$ cat src/rtl/tdm_demux4_rx.sv
// Receive side of the 4-slot TDM link: tracks slot-0 sync alignment and presents
// each completed frame on a..d with a one-cycle frame_valid. Optional macro: TDM_PARITY_EN.
module tdm_demux4_rx #(
  parameter int WIDTH      = 4,
  parameter int MISS_LIMIT = 2
) (
  input  logic             clk,
  input  logic             rst,
  input  logic [WIDTH-1:0] din,
  input  logic             din_valid,
  input  logic             sync,
  output logic [WIDTH-1:0] a,
  output logic [WIDTH-1:0] b,
  output logic [WIDTH-1:0] c,
  output logic [WIDTH-1:0] d,
`ifdef TDM_PARITY_EN
  output logic [2:0]       slot,
  output logic             parity_err,
`else
  output logic [1:0]       slot,
`endif
  output logic             locked,
  output logic             frame_valid,
  output logic             sync_err
);

`ifdef TDM_PARITY_EN
  localparam int NSLOT = 5;
  localparam int SW    = 3;
`else
  localparam int NSLOT = 4;
  localparam int SW    = 2;
`endif
  // Every slot except the completing one needs a shadow register.
  localparam int            NSH      = NSLOT - 1;
  localparam logic [SW-1:0] LAST     = SW'(NSLOT - 1);
  localparam logic [4:0]    MISS_LIM = 5'(MISS_LIMIT);

  typedef enum logic {HUNT = 1'b0, LOCKED = 1'b1} state_t;

  state_t           r_state, w_state;
  logic [SW-1:0]    r_slot, w_slot;
  logic [3:0]       r_miss, w_miss;
  logic [4:0]       w_miss_inc;
  logic [WIDTH-1:0] r_sh [NSH];
  logic [WIDTH-1:0] w_sh [NSH];
  logic [WIDTH-1:0] r_a, r_b, r_c, r_d;
  logic [WIDTH-1:0] w_a, w_b, w_c, w_d;
  logic             r_fv, w_fv, r_serr, w_serr;
`ifdef TDM_PARITY_EN
  logic             r_perr, w_perr, w_par;
`endif

  always_comb begin
    w_miss_inc = {1'b0, r_miss} + 5'd1;
    w_state    = r_state;
    w_slot     = r_slot;
    w_miss     = r_miss;
    w_sh       = r_sh;
    w_a        = r_a;
    w_b        = r_b;
    w_c        = r_c;
    w_d        = r_d;
    w_fv       = 1'b0;
    w_serr     = 1'b0;
`ifdef TDM_PARITY_EN
    w_perr = 1'b0;
    w_par  = 1'b0;
    for (int k = 0; k < NSH; k++) w_par = w_par ^ (^r_sh[k]);
`endif
    if (din_valid) begin
      if (r_state == HUNT) begin
        if (sync) begin
          w_sh[0] = din;
          w_slot  = SW'(1);
          w_miss  = '0;
          w_state = LOCKED;
        end
      end else if (sync) begin
        // A marker anywhere but slot 0 drops the partial frame and realigns here.
        w_serr  = (r_slot != '0);
        w_sh[0] = din;
        w_slot  = SW'(1);
        w_miss  = '0;
      end else if (r_slot == '0) begin
        if (w_miss_inc < MISS_LIM) begin
          w_sh[0] = din;
          w_slot  = SW'(1);
          w_miss  = w_miss_inc[3:0];
        end else begin
          w_serr  = 1'b1;
          w_slot  = '0;
          w_miss  = '0;
          w_state = HUNT;
        end
      end else if (r_slot != LAST) begin
        for (int k = 1; k < NSH; k++)
          if (r_slot == SW'(k)) w_sh[k] = din;
        w_slot = r_slot + 1'b1;
      end else begin
        w_slot = '0;
`ifdef TDM_PARITY_EN
        if (w_par == din[0]) begin
          w_a  = r_sh[0];
          w_b  = r_sh[1];
          w_c  = r_sh[2];
          w_d  = r_sh[3];
          w_fv = 1'b1;
        end else begin
          w_perr = 1'b1;
        end
`else
        w_a  = r_sh[0];
        w_b  = r_sh[1];
        w_c  = r_sh[2];
        w_d  = din;
        w_fv = 1'b1;
`endif
      end
    end
  end

  always_ff @(posedge clk) begin
    if (rst) begin
      r_state <= HUNT;
      r_slot  <= '0;
      r_miss  <= '0;
      for (int k = 0; k < NSH; k++) r_sh[k] <= '0;
      r_a     <= '0;
      r_b     <= '0;
      r_c     <= '0;
      r_d     <= '0;
      r_fv    <= 1'b0;
      r_serr  <= 1'b0;
`ifdef TDM_PARITY_EN
      r_perr  <= 1'b0;
`endif
    end else begin
      r_state <= w_state;
      r_slot  <= w_slot;
      r_miss  <= w_miss;
      r_sh    <= w_sh;
      r_a     <= w_a;
      r_b     <= w_b;
      r_c     <= w_c;
      r_d     <= w_d;
      r_fv    <= w_fv;
      r_serr  <= w_serr;
`ifdef TDM_PARITY_EN
      r_perr  <= w_perr;
`endif
    end
  end

  assign a           = r_a;
  assign b           = r_b;
  assign c           = r_c;
  assign d           = r_d;
  assign slot        = r_slot;
  assign locked      = (r_state == LOCKED);
  assign frame_valid = r_fv;
  assign sync_err    = r_serr;
`ifdef TDM_PARITY_EN
  assign parity_err  = r_perr;
`endif

endmodule

$ cat config.mk
export PLATFORM = sky130hd
export DESIGN_NAME = tdm_demux4_rx
export DESIGN_NICKNAME = d
export VERILOG_FILES = /design/src/rtl/tdm_demux4_rx.sv
export SDC_FILE = /design/constraint.sdc
export NUM_CORES = 1
export LEC_CHECK = 0
export BUFFER_PORTS_ARGS = -buffer_cell sky130_fd_sc_hd__buf_2
export CAP_MARGIN = 15
export CORE_MARGIN = 2
export CORE_UTILIZATION = 54
export CTS_CLUSTER_DIAMETER = 40
export DETAILED_ROUTE_END_ITERATION = 6
export PLACE_DENSITY = 0.83
export SLEW_MARGIN = 20
export SYNTH_ARGS = -nofsm -noshare
export SYNTH_HDL_FRONTEND = slang
export SYNTH_SLANG_ARGS = --single-unit
$ cat constraint.sdc
create_clock -name clk -period 2.3 [get_ports clk]
set_clock_uncertainty 0.2 [all_clocks]
set_input_delay 0.46 -clock clk [delete_from_list [all_inputs] [get_ports clk]]
set_output_delay 0.46 -clock clk [all_outputs]
set_load 0.03 [all_outputs]
# Word level (Yosys, flattened, before mapping)
# Cells that the tools add are included.
# totals
regBits,37
input_bits,8
output_inout_bits,21
elab_cells,61
# classes
add_sub_neg,2
magnitude_cmp,1
eq_ne,3
muxes,25
bitwise_logic,5
n_reduce_logical,13
# op_table
operator,count
4-bit 2-to-1 mux,10
6-bit AND reduction,2
1-bit 2-to-1 mux,10
2-bit 2-to-1 mux,5
2-bit nonzero test,4
"4-bit by 1-bit adder with 5-bit output, second input constant",1
"5-bit by 2-bit less-than comparator with 1-bit output, second input constant",1
1-bit NOT,5
5-bit AND reduction,1
5-bit OR reduction,1
4-bit AND reduction,1
3-bit AND reduction,1
3-bit OR reduction,1
"2-bit by 1-bit adder with 2-bit output, second input constant",1
"2-bit by 1-bit == test with 1-bit output, second input constant",1
"2-bit == test, second input constant",1
2-bit zero test,1
"2-bit != test, second input constant",1
2-bit AND reduction,1

# Logic depth before layout (Yosys ltp)
# depth
ltp_word,6
mapped_depth,8
ltp_nobuf,6

# Least setup slack after synthesis
# OpenSTA, ideal clock, no wires.
# synth_path
path_kind,reg-to-reg
startpoint,"register r_slot[0], in the netlist slot[0]"
endpoint,register r_sh[3] (netlist name)
setup_ps,123
arrival_time_ps,1651
required_ps,1977
setup_slack_ps,326
path_stages_with_launch,9
n_path_buf,2
synth_period_minus_slack_ps,1974
cell_sequence,dfxtp_1 -> inv_1 -> ha_1 -> clkbuf_2 -> and4bb_2 -> buf_6 -> nand2_2 -> nand2_1 -> a21oi_1
# synth_via
elab_chain_len,3
elab_cells_between_ends,5
classes_between,eq/ne: 2; bitwise: 1; reduce/logical: 2
# synth_rtl
element,line,rtl
"start, declared",42,"logic [SW-1:0] r_slot, w_slot;"
"start signal, assigned",140,r_slot <= w_slot;
2-bit zero test,85,end else if (r_slot == '0) begin
1-bit NOT (no line),-,
6-bit AND reduction (no line) (*),-,
"end signal, assigned",142,r_sh <= w_sh;
"end, declared",45,logic [WIDTH-1:0] r_sh [NSH];
# Every way passes the cells marked *; elsewhere a longest branch is shown, timed or not.
# A chain may end at the register's enable or synchronous reset.

# Worst setup path after layout
# layout_path
startpoint,"register r_slot[0], in the netlist slot[0]"
endpoint,register r_sh[7] (netlist name)
# The elaborated chain is that of the path after synthesis.

==> reports/metrics.cfg <==
[logic_synthesis]
synthesis.nets = 195
ys_types = 35
yosys.area.top_type = dfxtp_1
ys_seq_area_share_pct = 46.32
synthTopCellsByArea = dfxtp_1, nand2_1, a21oi_1
netlist_area_um2 = 1599
syn_inst = 181
synth_warnings = 0
synth.top_cell.area_share_pct = 46.32
synth-seq-cells = 37
syn_avg_cell_area_um2 = 8.834

[routing]
drt_pass1_iterations = 4
wl_mm = 2.950
ant_nets = 0
dr_wl_met2_mm = 1.301
wl_met1_mm = 1.471
drt_iter0_markers = 29
vias_per_cell = 5.310
wl_met3_um = 138
wl_per_cell_um = 12.34
vias = 1269
highest_layer = met4
drc = 0

[placed_design]
port_buffers = 28
placedCellCount = 231
dp_hpwl_mm = 2.005
gp_congestion = 0.8041

[floorplanning]
io_pins = 29
die_w_um = 58.42
dieArea_um2 = 3412
die_y_um = 58.42
rows = 19
core_um2 = 2781
start_util_pct = 57.49

[clock_network]
cts.sinks = 37
cts-resized-gates = 0
postCtsSetupBuffers = 0
ctsLongestPathBuffers = 2
worstSkewPairLatency_ps = 330
cts_tree = yes
clk_transition_reported_paths_ps = 110
postCtsHoldBufs = 0
htree_levels = 2
cts_root_buf = clkbuf_4
numCtsBuffers = 5

[critical_path]
crit_path_start = slot[0]
critPathArrivalTime_ps = 1990
crit_fanout = 11
regToRegStartpoint = slot[0]
critPathLaunchType = flop
worst_setup_path_end_kind = flop
path_class = reg -> reg
cp_data_required_time_ps = 2300
reg2regPathDepth = 6

[finish]
n_antenna_cell = 0
layout.nets = 221
drive_above_1_share_pct = 24.04
stdcell_count = 239
areaGrowthSynthToFinish_pct = 11.89

[power_and_ir_drop]
comb_power_share_pct = 6.6
switching_power_uw = 273.2
ir_drop_mv = 0.5542
p_leak_nw = 0.7126
clkPwrFrac_pct = 39.2
power_frac_seq_pct = 54.2
power_switching_share_pct = 22.57
powerDensity_nw_per_um2 = 676.6
internal_power_uw = 937.3

[worst_hold_path]
whs_path_depth = 3
min_path_type = in -> reg
hp-start = din[0]

[flow_run]
max_cap_viol_count = 0

[outcome]
outcome = finished, final reports clean

[timing]
final_hold_viol_count = 0
drv_slew = 0
max_slew_margin_pct = 64.05
tns_ps = 0
hold_slack_ps = 193.4
final-setup-viol-count = 0
rsz0062_at_grt = no
fin_crit_sh_pct = 86.54
period_needed_ps = 1990
fmax_mhz = 502.4
tightest_slew_ps = 539.3

[grt]
grt_pass1_vias = 1087
grt_usage_pct = 18.81
antenna_found_initial = 0
grt_overflow = 0
grt_max_degree = 33
grt_first_pass_wirelength_mm = 4.933

## worst paths after layout
kind / end / slack, ps
min: d[0] / 190
max reg2reg: r_sh[7] / 310
min reg2reg: a[2] / 260
max: r_sh[7] / 310
## critical path, stage by stage (launching register included)
cell and delay, ps:
dfxtp_1 460, inv_1 110, ha_1 300, and4bb_2 490
nand2_1 150, nand2_1 90, a21oi_1 60
## cells by family (layout without fill, tap and decap cells)
logic type      count (synthesis)  count (layout)  synth area share, %
flops                          37              37                46.32
simple gates                   81              81                24.41
mux                             4               4                2.504
buf+inv                        14              41                6.493
xor+xnor                        1               1               0.5478
compound gates                 38              38                15.02
fa+ha+maj                       6               6                4.695
## per-stage QoR
step | power [mW] | utilization (%) | worst slack (ps) | instance area, um^2
floorplan | 0.7296 | - | 326.2 | 1599
global placement | 0.7484 | 61.13 | 384.3 | 1700
detailed placement | 0.7498 | 61.13 | 341.2 | 1700
CTS | 1.221 | 64.33 | 326.9 | 1789
global route | 1.257 | 64.33 | 141.0 | 1789
finish | 1.211 | 64.33 | 309.6 | 1789
## placed cells by master (no fill, tap or decap), types with 2 or more instances in the layout
cell type / netlist / layout
a21oi_1: 23 / 23
a21oi_2: 6 / 6
and2_1: 3 / 3
buf_2: 3 / 28
buf_4: 2 / 2
clkbuf_4: 0 / 5
dfxtp_1: 37 / 37
ha_1: 6 / 6
inv_1: 3 / 3
mux2i_1: 4 / 4
nand2_1: 46 / 46
nand2b_1: 8 / 8
nand3_1: 9 / 9
nand4_1: 2 / 2
nor2_1: 3 / 3
nor3_1: 3 / 3
o21ai_0: 2 / 2
## cells in the mapped netlist
cell       count
nand2_1       46
dfxtp_1       37
a21oi_1       23
nand3_1        9
nand2b_1       8
a21oi_2        6
ha_1           6
mux2i_1        4
and2_1         3
buf_2          3
buf_6          3
inv_1          3
nor2_1         3
nor3_1         3
buf_4          2
nand4_1        2
o21ai_0        2
a2111oi_0      1
a21boi_0       1
a21o_1         1
a21o_2         1
a21oi_4        1
a22oi_1        1
a31oi_1        1
and2_4         1
and3b_1        1
and3b_4        1
and4bb_2       1
buf_12         1
clkbuf_1       1
clkbuf_2       1
nand2_2        1
nand3b_1       1
nor4b_1        1
xnor2_1        1
## sequential cells by signal (all words and copies together), names as in the netlist
signal,flops
c,4
slot,2
sync_err,1
locked,1
b,4
d,4
r_miss,4
r_sh,12
a,4
frame_valid,1
## area by class of cell
| type | instances | area [um^2] |
|---|---|---|
| clock buffer | 6 | 51.30 |
| clock inverter | 2 | 37.54 |
| fill | 245 | 992.2 |
| inverter | 3 | 11.26 |
| multi-input combinational | 130 | 754.5 |
| sequential | 37 | 740.7 |
| tap | 31 | 38.79 |
| timing repair buffer | 30 | 155.1 |
## layer usage
layer	GRT usage, %	up-vias
met2	27.77	33
met5	0	-
met4	7.973	0
li1	-	655
met3	4.615	5
met1	26.26	576
## power groups by stage
stage	Combinational (mW)	Clock [mW]	Sequential [mW]
global route	0.0881	0.510	0.658
finish	0.0799	0.474	0.656
detailed placement	0.0786	0	0.671
global placement	0.0776	0	0.671
CTS	0.0795	0.485	0.657
floorplan	0.0536	0	0.676
Power figures use the tool's default switching activity.
